===== config.mk =====
export PLATFORM = sky130hd
export DESIGN_NAME = dma_rd_addr_gen
export DESIGN_NICKNAME = d
export VERILOG_FILES = /design/src/rtl/dma_rd_addr_gen_pkg.sv /design/src/rtl/dma_rd_addr_gen.sv
export SDC_FILE = /design/constraint.sdc
export NUM_CORES = 1
export LEC_CHECK = 0
export CAP_MARGIN = 10
export CORE_UTILIZATION = 50
export CTS_CLUSTER_SIZE = 10
export DETAILED_ROUTE_END_ITERATION = 16
export PLACE_DENSITY = 0.7
export SETUP_SLACK_MARGIN = 0.02
export SYNTH_ARGS = -nofsm -noshare
export SYNTH_HDL_FRONTEND = slang
export SYNTH_SLANG_ARGS = --single-unit

===== constraint.sdc =====
create_clock -name clk -period 4.3 [get_ports clk]
set_clock_uncertainty 0.05 [all_clocks]
set_input_delay 0.43 -clock clk [delete_from_list [all_inputs] [get_ports clk]]
set_output_delay 0.43 -clock clk [all_outputs]
set_load 0.05 [all_outputs]

===== src/rtl/dma_rd_addr_gen_pkg.sv =====
// Shared widths, FSM state type and 4 KB boundary helper for the read DMA address sequencer.
package dma_rd_addr_gen_pkg;

    localparam int unsigned DDR_ADDR_W      = 32;
    localparam int unsigned MIG_BUS_W       = 256;
    localparam int unsigned BURST_BEATS_DEF = 7;
    localparam int unsigned BOUNDARY_BYTES  = 4096;

    typedef enum logic [1:0] {
        ST_IDLE = 2'd0,
        ST_RUN  = 2'd1,
        ST_FIN  = 2'd2
    } state_e;

    // True when a burst starting at this page offset runs past the 4 KB page end.
    function automatic logic crosses_4k(input logic [11:0] addr_lo, input int unsigned burst_bytes);
        return (32'(addr_lo) + burst_bytes) > 32'(BOUNDARY_BYTES);
    endfunction

endpackage


===== src/rtl/dma_rd_addr_gen.sv =====
// Walks a 2-D DDR region burst by burst, presenting addresses to the read DMA
// and tracking burst completion from its per-beat ready strobes.
module dma_rd_addr_gen
    import dma_rd_addr_gen_pkg::*;
#(
    parameter int unsigned BURST_BEATS = BURST_BEATS_DEF,
    parameter int unsigned BEAT_BYTES  = MIG_BUS_W / 8,
    parameter int unsigned CNT_W       = 16
) (
    input  logic                  clk,
    input  logic                  rst,
    input  logic                  start,
    input  logic [DDR_ADDR_W-1:0] base_addr,
    input  logic [CNT_W-1:0]      bursts_per_row,
    input  logic [CNT_W-1:0]      num_rows,
    input  logic [DDR_ADDR_W-1:0] row_stride,
    output logic                  busy,
    output logic                  done,
    output logic                  boundary_err,
    output logic                  dma_valid,
    output logic [DDR_ADDR_W-1:0] dma_addr,
    input  logic                  dma_ready,
    output logic                  beat_last
);

    localparam int unsigned BEAT_W      = (BURST_BEATS > 1) ? $clog2(BURST_BEATS) : 1;
    localparam int unsigned BURST_BYTES = BURST_BEATS * BEAT_BYTES;

    state_e                  state_q, state_d;
    logic [BEAT_W-1:0]       beat_q, beat_d;
    logic [CNT_W-1:0]        burst_q, burst_d;
    logic [CNT_W-1:0]        row_q, row_d;
    logic [CNT_W-1:0]        bpr_q, bpr_d;
    logic [CNT_W-1:0]        rows_q, rows_d;
    logic [DDR_ADDR_W-1:0]   stride_q, stride_d;
    logic [DDR_ADDR_W-1:0]   row_base_q, row_base_d;
    logic [DDR_ADDR_W-1:0]   addr_q, addr_d;
    logic                    valid_q, valid_d;
    logic                    busy_q, busy_d;
    logic                    done_q, done_d;
    logic                    berr_q, berr_d;

    logic                    last_beat;
    logic [DDR_ADDR_W-1:0]   next_row_base;
    logic [DDR_ADDR_W-1:0]   next_burst_addr;

    assign last_beat       = (state_q == ST_RUN) && dma_ready && (beat_q == BEAT_W'(BURST_BEATS - 1));
    assign next_row_base   = row_base_q + stride_q;
    assign next_burst_addr = addr_q + DDR_ADDR_W'(BURST_BYTES);

    // State register
    always_ff @(posedge clk) begin
        if (rst) begin
            state_q    <= ST_IDLE;
            beat_q     <= '0;
            burst_q    <= '0;
            row_q      <= '0;
            bpr_q      <= '0;
            rows_q     <= '0;
            stride_q   <= '0;
            row_base_q <= '0;
            addr_q     <= '0;
            valid_q    <= 1'b0;
            busy_q     <= 1'b0;
            done_q     <= 1'b0;
            berr_q     <= 1'b0;
        end else begin
            state_q    <= state_d;
            beat_q     <= beat_d;
            burst_q    <= burst_d;
            row_q      <= row_d;
            bpr_q      <= bpr_d;
            rows_q     <= rows_d;
            stride_q   <= stride_d;
            row_base_q <= row_base_d;
            addr_q     <= addr_d;
            valid_q    <= valid_d;
            busy_q     <= busy_d;
            done_q     <= done_d;
            berr_q     <= berr_d;
        end
    end

    // Next-state, counters and address sequencing
    always_comb begin
        state_d    = state_q;
        beat_d     = beat_q;
        burst_d    = burst_q;
        row_d      = row_q;
        bpr_d      = bpr_q;
        rows_d     = rows_q;
        stride_d   = stride_q;
        row_base_d = row_base_q;
        addr_d     = addr_q;
        valid_d    = valid_q;
        busy_d     = busy_q;
        done_d     = 1'b0;
        berr_d     = berr_q;

        case (state_q)
            ST_IDLE: begin
                if (start) begin
                    bpr_d      = bursts_per_row;
                    rows_d     = num_rows;
                    stride_d   = row_stride;
                    row_base_d = base_addr;
                    beat_d     = '0;
                    burst_d    = '0;
                    row_d      = '0;
                    berr_d     = 1'b0;
                    busy_d     = 1'b1;
                    if ((bursts_per_row == '0) || (num_rows == '0)) begin
                        state_d = ST_FIN;
                    end else begin
                        state_d = ST_RUN;
                        valid_d = 1'b1;
                        addr_d  = base_addr;
                        berr_d  = crosses_4k(base_addr[11:0], BURST_BYTES);
                    end
                end
            end
            ST_RUN: begin
                if (dma_ready) begin
                    beat_d = beat_q + BEAT_W'(1);
                    if (last_beat) begin
                        beat_d = '0;
                        if (burst_q != (bpr_q - CNT_W'(1))) begin
                            burst_d = burst_q + CNT_W'(1);
                            addr_d  = next_burst_addr;
                            berr_d  = berr_q | crosses_4k(next_burst_addr[11:0], BURST_BYTES);
                        end else if (row_q != (rows_q - CNT_W'(1))) begin
                            burst_d    = '0;
                            row_d      = row_q + CNT_W'(1);
                            row_base_d = next_row_base;
                            addr_d     = next_row_base;
                            berr_d     = berr_q | crosses_4k(next_row_base[11:0], BURST_BYTES);
                        end else begin
                            valid_d = 1'b0;
                            state_d = ST_FIN;
                        end
                    end
                end
            end
            ST_FIN: begin
                done_d  = 1'b1;
                busy_d  = 1'b0;
                state_d = ST_IDLE;
            end
            default: begin
                state_d = ST_IDLE;
                valid_d = 1'b0;
                busy_d  = 1'b0;
            end
        endcase
    end

    assign busy         = busy_q;
    assign done         = done_q;
    assign boundary_err = berr_q;
    assign dma_valid    = valid_q;
    assign dma_addr     = addr_q;
    assign beat_last    = last_beat;

endmodule


-- Word level (Yosys, flattened, before mapping)
Cells that the tools add are included.
Widths: inputs -> output; s select.
- latch bits: 0
- memory bits (read-only): 0
- bits of input ports: 100
- word-level logic and storage cells: 109
- memory bits (writable): 0
- bits in registers: 169
- memories kept: 0
- output and inout port bits: 37
- shift-type cells: 0
- divide/modulo/power cells: 0
- $lt $le $gt $ge: 3
- reductions and logical operators: 15
- multiplexer cells: 51
- equal/unequal tests: 13
- $mul: 0
- add/sub/neg operators: 10
- bitwise operators: 4
- operators with widths (cell ; count):
    $mux 32 ; 10
    $mux 16 ; 9
    $pmux 32 s2 ; 2
    $pmux 16 s2 ; 2
    $add 12x8->13 const B ; 3
    $gt 13x13->1 const B ; 3
    $add 16x1->16 const B ; 2
    $add 32x32->32 ; 1
    $add 32x8->32 const B ; 1
    $logic_not 16->1 ; 2
    $ne 16x16->1 ; 2
    $sub 16x1->16 const B ; 2
    $mux 1 ; 14
    $mux 2 ; 6
    $ne 2x2->1 const B ; 6
    $reduce_and 6->1 ; 2
    $reduce_and 5->1 ; 2
    $mux 3 ; 3
    $reduce_and 7->1 ; 1
    $pmux 3 s2 ; 1
    $pmux 1 s2 ; 2
    $pmux 2 s2 ; 1
    $reduce_and 2->1 ; 2
    $add 3x1->3 const B ; 1
    13 further kinds ; 16

-- Longest topological paths before layout
Gate-level depths: netlist of run 1.
- word-level depth: 9
- mapped depth: 15
- mapped depth without buffers: 12

-- Worst setup path before layout of run 1
Ideal clock, no wire load.
- path type: register to register
- start point: reg bpr_q[0]
- end point: reg burst_q[1]
- setup time: 0.128 ns
- arrival time: 3.321 ns
- path buffers: 3
- period minus slack after synthesis: 3.499 ns
- setup slack: 0.801 ns
- stages on the path, launching flop included: 15
- data required time: 4.122 ns
- cells stage by stage: dfxtp_1 > buf_2 > inv_1 > ha_1 > nor3b_2 > nand2_1 > a2111oi_0 > nand4_1 > or4b_1 > buf_2 > nor4_4 > nand2b_1 > buf_4 > mux2i_1 > nor2_1
- longest elaborated chain between the ends: 6
- elaborated cells on any way between the ends: 8
- classes of those cells: 1 x add/sub; 2 x eq/ne; 4 x mux; 1 x reduce/logical
- ends and longest elaborated chain (what ; RTL line ; source):
    start: declaration ; dma_rd_addr_gen.sv:33 ; logic [CNT_W-1:0] bpr_q, bpr_d;
    start signal: assignment ; dma_rd_addr_gen.sv:72 ; bpr_q <= bpr_d;
    $sub 16x1->16 (*) ; dma_rd_addr_gen.sv:127 ; if (burst_q != (bpr_q - CNT_W'(1))) begin
    $ne 16x16->1 (*) ; dma_rd_addr_gen.sv:127 ;
    $mux 16 ; dma_rd_addr_gen.sv:127 ;
    $mux 16 ; dma_rd_addr_gen.sv:125 ; if (last_beat) begin
    $mux 16 ; dma_rd_addr_gen.sv:123 ; if (dma_ready) begin
    $pmux 16 s2 ; dma_rd_addr_gen.sv:100 ; case (state_q)
    end signal: assignment ; dma_rd_addr_gen.sv:70 ; burst_q <= burst_d;
    end: declaration ; dma_rd_addr_gen.sv:31 ; logic [CNT_W-1:0] burst_q, burst_d;
Every way passes the cells marked *; elsewhere a longest branch is shown, timed or not. The select of a mux whose other input is x is not followed.
A chain may end at the register's enable or synchronous reset.

-- Worst setup path in the final report of run 1
- start point: reg bpr_q[0]
- end point: reg row_q[13]
- longest elaborated chain between the ends: 4
- ends and longest elaborated chain (what ; RTL line ; source):
    $sub 16x1->16 ; dma_rd_addr_gen.sv:127 ;
    $ne 16x16->1 ; dma_rd_addr_gen.sv:127 ;
    $ne 2x2->1 (no source line) ; - ;
    $reduce_and 6->1 (no source line) ; - ;
    end signal: assignment ; dma_rd_addr_gen.sv:71 ; row_q <= row_d;
    end: declaration ; dma_rd_addr_gen.sv:32 ; logic [CNT_W-1:0] row_q, row_d;
Every way passes these cells.

==> results_dict.tcl, run 1 <==
set metrics [dict create \
    netlist_area_sq_um 10890 \
    synth_edf_count 0 \
    gp_congestion 0.9354 \
    synthArstFlopShare_pct 0 \
    finalSetupViolations 0 \
    diodes 0 \
    max_freq_mhz 259.0 \
    hpwl_microns 23930 \
    placed_cell_area_sq_um 12470 \
    path_max_fanout 10 \
    worstMarginPinSlew_ns 0.8536 \
    fin_crit_ns 3.862 \
    antenna_found_initial 0 \
    crit_type "reg2reg" \
    max_stage_delay_ns 0.53 \
    dieArea_sq_um 22370 \
    viasPerCell 6.071 \
    grt_pass1_vias 10411 \
    start_util_pct 51.46 \
    vias 11171 \
    critPathCaptureType "flop" \
    die_w_microns 149.6 \
    grt_pass1_wl_microns 52870 \
    fin_crit_sh_pct 89.80 \
    critPathBufInv 2 \
    yosys.area.top_type "dfxtp_1" \
    rsz0062_at_grt "false" \
    ctsHoldBuffers 0 \
    htree_levels 4 \
    worstPathArrival_ns 4.19 \
    p_per_area_nw_per_um2 452.8 \
    grt_max_degree 75 \
    cts_tree "done" \
    clkTransAtPathRegs_ns 0.07 \
    numClockSinks 169 \
    fp.coreArea_sq_um 21150 \
    ios 137 \
    crit_path_top_delay_cell "a2111o_1" \
    design_area_sq_um 13120 \
    clk_latency_ns 0.44 \
    r2r_slack_ns 0.44 \
    drc_errors 0 \
    fillCellCount 1958 \
    num_rows 53 \
    ys_ff_latch 169 \
    layout_commonest_cell "nand2_1" \
    wirelength_microns 33340 \
    worstPathCellList "inv_1 -> ha_1 -> nor3b_4 -> nand2_1 -> a2111oi_0 -> nand4_1 -> nor3_2 -> o211ai_1 -> buf_4 -> a2111o_1 -> or4b_1 -> nand2_1" \
    setup_tns_ns 0 \
    drive_above_1_share_pct 5.559 \
    ys_types 79 \
    status "finished clean" \
    track_usage_pct 29.76 \
    ys.flop_type "dfxtp_1" \
    irDropWorstVdd_mv 0.2571 \
    start_kind "flop" \
    wl_per_cell_microns 18.12 \
    finalHoldViolations 0 \
    yosysSeqAreaShare_pct 31.08 \
    ant_nets 0 \
    syn2layout_area_growth_pct 20.55 \
    cp_top_family "simple AND/OR/NAND/NOR gates" \
    yosysWarnings 0 \
    clockRootBuffer "clkbuf_16" \
    cts_buffer_depth 2 \
    firstDrtPassIters 6 \
    required_ns 4.63 \
    hold_class "reg2reg" \
    finalMaxSlewViolations 0 \
    crit_path_frequent_cell "nand2_1" \
    netlist_instances 1457 \
    port_buffers 136 \
    pre_cts_ws_ns 0.2478 \
    setup_ws_ns 0.4385 \
    synth_top_area_share_pct 31.08 \
    p_leak_nw 5.027 \
    utilization_pct 62.03 \
    syn_avg_cell_area_sq_um 7.471 \
    die_height_microns 149.6 \
    synth_nets 1599 \
    grt_overflow 0 \
    cap_violations 0 \
    layout_common_cells "nand2_1 (256), dfxtp_1 (169), a21oi_1 (153)" \
    cts_made_buffers 17 \
    drt_iter0_markers 750 \
    nets 1694 \
    synth_area_leaders "dfxtp_1 (31%), nand2_1 (8.8%), a21oi_1 (7.1%)" \
    relSlewSlack_pct 42.37 \
]
==> registers in the layout (all words and copies together) (netlist names) <==
name and cells:
beat_q 3, boundary_err 1, bpr_q 16, burst_q 16
busy 1, dma_addr 32, dma_valid 1, done 1
row_base_q 32, row_q 16, rows_q 16, state_q 2
stride_q 32
==> cell families (layout without fill, tap and decap cells) <==
group / Yosys count / count (layout) / synth area share, %
compound gates: 398 / 399 / 23.59
xor+xnor: 93 / 93 / 7.483
fa+ha+maj: 42 / 42 / 4.897
buf+inv: 118 / 225 / 4.218
flops: 169 / 169 / 31.08
mux: 22 / 22 / 2.046
simple gates: 615 / 615 / 26.69
==> stage by stage <==
stage | power [mW] | hold slack (ns) | instances
6_report | 5.942 | 0.4133 | 1840
5_1_grt | 6.248 | 0.4318 | 1840
4_1_cts | 5.921 | 0.4126 | 1837
3_5_place_dp | 4.268 | 0.4035 | 1805
3_3_place_gp | 4.239 | 0.3989 | 1805
2_1_floorplan | 3.559 | 0.3906 | 1457
==> final timing paths <==
path                                  start                         to  cells past startpoint
hold / removal    stride_q[19]$_SDFFE_PP0P_  stride_q[19]$_SDFFE_PP0P_                      2
hold reg to reg   stride_q[19]$_SDFFE_PP0P_  stride_q[19]$_SDFFE_PP0P_                      2
setup / recovery      bpr_q[0]$_SDFFE_PP0P_     row_q[13]$_SDFFE_PP0P_                     12
setup reg to reg      bpr_q[0]$_SDFFE_PP0P_     row_q[13]$_SDFFE_PP0P_                     12
==> cell usage after synthesis, drive strengths merged, types with 19 or more instances <==
library cell  number
a211oi            33
a21oi            154
and3              20
clkbuf            73
dfxtp            169
ha                41
inv               31
mux2i             20
nand2            256
nand3             48
nor2             125
nor3              40
nor4              20
o211ai            19
o21ai             58
xnor2             52
xor2              41
==> layout make-up <==
type                       instances  area [sq um]  share of cell area [%]
clock buffer                      23         488.0                   3.719
clock inverter                     9         137.6                   1.049
inverter                          31         116.4                  0.8867
multi-input combinational       1171          7087                   54.00
sequential                       169          3383                   25.78
tap                              275         344.1                   2.622
timing repair buffer             162          1567                   11.94
==> worst register-to-register path, delay by kind of cell (launching register included) <==
| family | cells | cell delay [ns] |
|---|---|---|
| compound gates | 3 | 1.22 |
| simple gates | 6 | 1.63 |
| fa+ha+maj | 1 | 0.22 |
| buf+inv | 2 | 0.32 |
| flops | 1 | 0.38 |
==> where the power goes <==
group          internal (mW)  switching, mW
Clock                  0.980          0.674
Combinational          0.850           1.44
Sequential              1.77          0.232
==> routing by layer <==
metal	part of all wire [%]	wire length, microns	vias to the layer above	GRT usage [%]
met1	44	14790	5267	38.35
met4	2.3	755	0	9.898
met2	48	15840	389	50.81
met3	5.8	1950	68	4.024
li1	-	-	5447	-
met5	0	0	-	0
==> repair_timing <==
action                                  CTS  global route
gates resized for setup                   0             2
endpoints found under the setup margin    0            45
buffers inserted                          0             2
No activity file was read; power rests on OpenSTA's default activity.
==> run 2, diff against run 1 <==
--- a/config.mk
+++ b/config.mk
@@ -6,11 +6,13 @@
 export NUM_CORES = 1
 export LEC_CHECK = 0
 export CAP_MARGIN = 10
+export CORE_MARGIN = 5
 export CORE_UTILIZATION = 50
 export CTS_CLUSTER_SIZE = 10
 export DETAILED_ROUTE_END_ITERATION = 16
 export PLACE_DENSITY = 0.7
 export SETUP_SLACK_MARGIN = 0.02
+export SKIP_LAST_GASP = 1
 export SYNTH_ARGS = -nofsm -noshare
 export SYNTH_HDL_FRONTEND = slang
 export SYNTH_SLANG_ARGS = --single-unit
==> run 2 against run 1 <==
Compared with the run above:
- final cell count is 0.11% lower
- power fell by 1.1%
- worst setup slack lost 0.057 ns
- core utilization shrank 1.5 points
- first-iteration DRC count increased by 11%
- sequential share of layout area grew 0.089 points
- worst hold slack got worse by 0.047 ns
- die area grew 11%
- global-route usage down 3.4 points
- via count decreased by 0.90%
- maximum frequency is 1.4% lower
- highest routed layer unchanged
==> results_dict.tcl, run 2 (synthesis gave the netlist of run 1 again) <==
set metrics [dict create \
    ios 137 \
    p_seq_share_pct 34.1 \
    fin_crit_ns 3.918 \
    gp_congestion 0.9476 \
    cts_tree "done" \
    crit_type "reg2reg" \
    pwr-share-comb_pct 38.3 \
    antenna_found_initial 0 \
    grt_pass1_wl_microns 53060 \
    p_leak_nw 5.011 \
    vias 11071 \
    num_rows 54 \
    path_max_fanout 19 \
    drive_above_1_share_pct 5.006 \
    start_util_pct 50.35 \
    port_buffers 136 \
    viasPerCell 6.023 \
    rsz0062_at_grt "false" \
    p_clk_share_pct 27.6 \
    worstPathArrival_ns 4.14 \
    numClockSinks 169 \
    p_int_mw 3.609 \
    setup_tns_ns 0 \
    swShare_pct 38.60 \
    die_w_microns 157.6 \
    ctsHoldBuffers 0 \
    track_usage_pct 26.41 \
    fp.coreArea_sq_um 21620 \
    syn2layout_area_growth_pct 20.14 \
    hold_class "in2reg" \
    relSlewSlack_pct 44.59 \
    finalMaxSlewViolations 0 \
    clk_latency_ns 0.43 \
    finalHoldViolations 0 \
    hpwl_microns 24490 \
    p_per_area_nw_per_um2 449.5 \
    start_kind "flop" \
    utilization_pct 60.49 \
    htree_levels 4 \
    fin_hold_ws_ns 0.3661 \
    nets 1688 \
    post_cts_buffers 0 \
    finalSetupViolations 0 \
    placed_cell_area_sq_um 12450 \
    max_freq_mhz 255.2 \
    clockRootBuffer "clkbuf_16" \
    drt_iter0_markers 833 \
    layout_common_cells "nand2_1 (256), dfxtp_1 (169), a21oi_1 (153)" \
    grt_pass1_vias 10383 \
    cts_resized 0 \
    diodes 0 \
    grt_overflow 0 \
    fin_crit_sh_pct 91.12 \
    die_height_microns 157.6 \
    irDropWorstVdd_mv 0.2316 \
    cts_made_buffers 17 \
    cts_buffer_depth 2 \
    worstMarginPinSlew_ns 0.8312 \
    ant_nets 0 \
    required_ns 4.53 \
    clkTransAtPathRegs_ns 0.07 \
    layout_commonest_cell "nand2_1" \
    design_area_sq_um 13080 \
    grt_max_degree 69 \
    drc_errors 0 \
    wirelength_microns 33020 \
    switchingPower_mw 2.269 \
    wl_per_cell_microns 17.97 \
    critPathCaptureType "flop" \
    firstDrtPassIters 5 \
    cap_violations 0 \
    dieArea_sq_um 24820 \
    status "finished clean" \
]
[run 2: cell types whose count changed in the layout (fill, tap and decap cells not counted)]
cell        before  now
a2111oi_1        0    1
inv_6            1    0
a21oi_2          1    0
o21a_1           2    3
a2111oi_0        6    5
buf_6            0    1
buf_4           26   20
clkinv_2         0    1
clkbuf_1         2    3
clkinvlp_4       4    1
clkbuf_8         4    5
o21a_2           1    0
[run 2: metrics by stage]
stage | total power [mW] | instances | worst slack [ns]
after global routing | 6.222 | 1838 | 0.1126
after floorplan | 3.559 | 1457 | 0.8010
after CTS | 5.881 | 1838 | 0.2173
after global placement | 4.227 | 1807 | 0.4240
final | 5.878 | 1838 | 0.3818
after detailed placement | 4.260 | 1807 | 0.2269
[run 2: critical path, cell delays in order (launching register included)]
cell      delay [ns]
dfxtp_1         0.36
inv_1           0.07
ha_1            0.28
or3b_1          0.40
or4_1           0.55
nand4_1         0.13
nand3_1         0.10
o22ai_1         0.46
nor3_2          0.16
o21ai_2         0.55
buf_4           0.37
mux2i_1         0.21
a211oi_1        0.07
[run 2: worst paths after layout]
check,endpoint,cells past startpoint,slack [ns],start
worst max-delay path,dma_addr[28]$_SDFFE_PP0P_,12,0.38,rows_q[0]$_SDFFE_PP0P_
worst max register to register,dma_addr[28]$_SDFFE_PP0P_,12,0.38,rows_q[0]$_SDFFE_PP0P_
worst min register to register,stride_q[14]$_SDFFE_PP0P_,2,0.41,stride_q[14]$_SDFFE_PP0P_
worst min-delay path,rows_q[7]$_SDFFE_PP0P_,2,0.37,rst
[run 2: cell type report]
type / instances / area, sq um
Timing Repair Buffer: 157 / 1533
Fill cell: 2007 / 8543
Tap cell: 280 / 350.3
Clock buffer: 25 / 505.5
Sequential cell: 169 / 3383
Clock inverter: 6 / 111.4
Multi-Input combinational cell: 1170 / 7078
Inverter: 31 / 116.4
[run 2: routing by layer]
metal	wire, microns	part of all wire (%)	vias to the layer above	global-route usage [%]
met5	0	0	-	0
met4	1022	3.1	0	8.767
met3	2192	6.6	63	4.784
met2	15750	48	377	45.21
met1	14060	43	5203	33.63
li1	-	-	5428	-
[run 2: power by group through the flow]
stage | clock network (mW) | registers, mW | logic, mW
global route | 1.72 | 2.03 | 2.48
CTS | 1.64 | 2.00 | 2.24
global placement | 0 | 2.03 | 2.20
detailed placement | 0 | 2.03 | 2.23
floorplan | 0 | 2.17 | 1.39
finish | 1.62 | 2.00 | 2.25
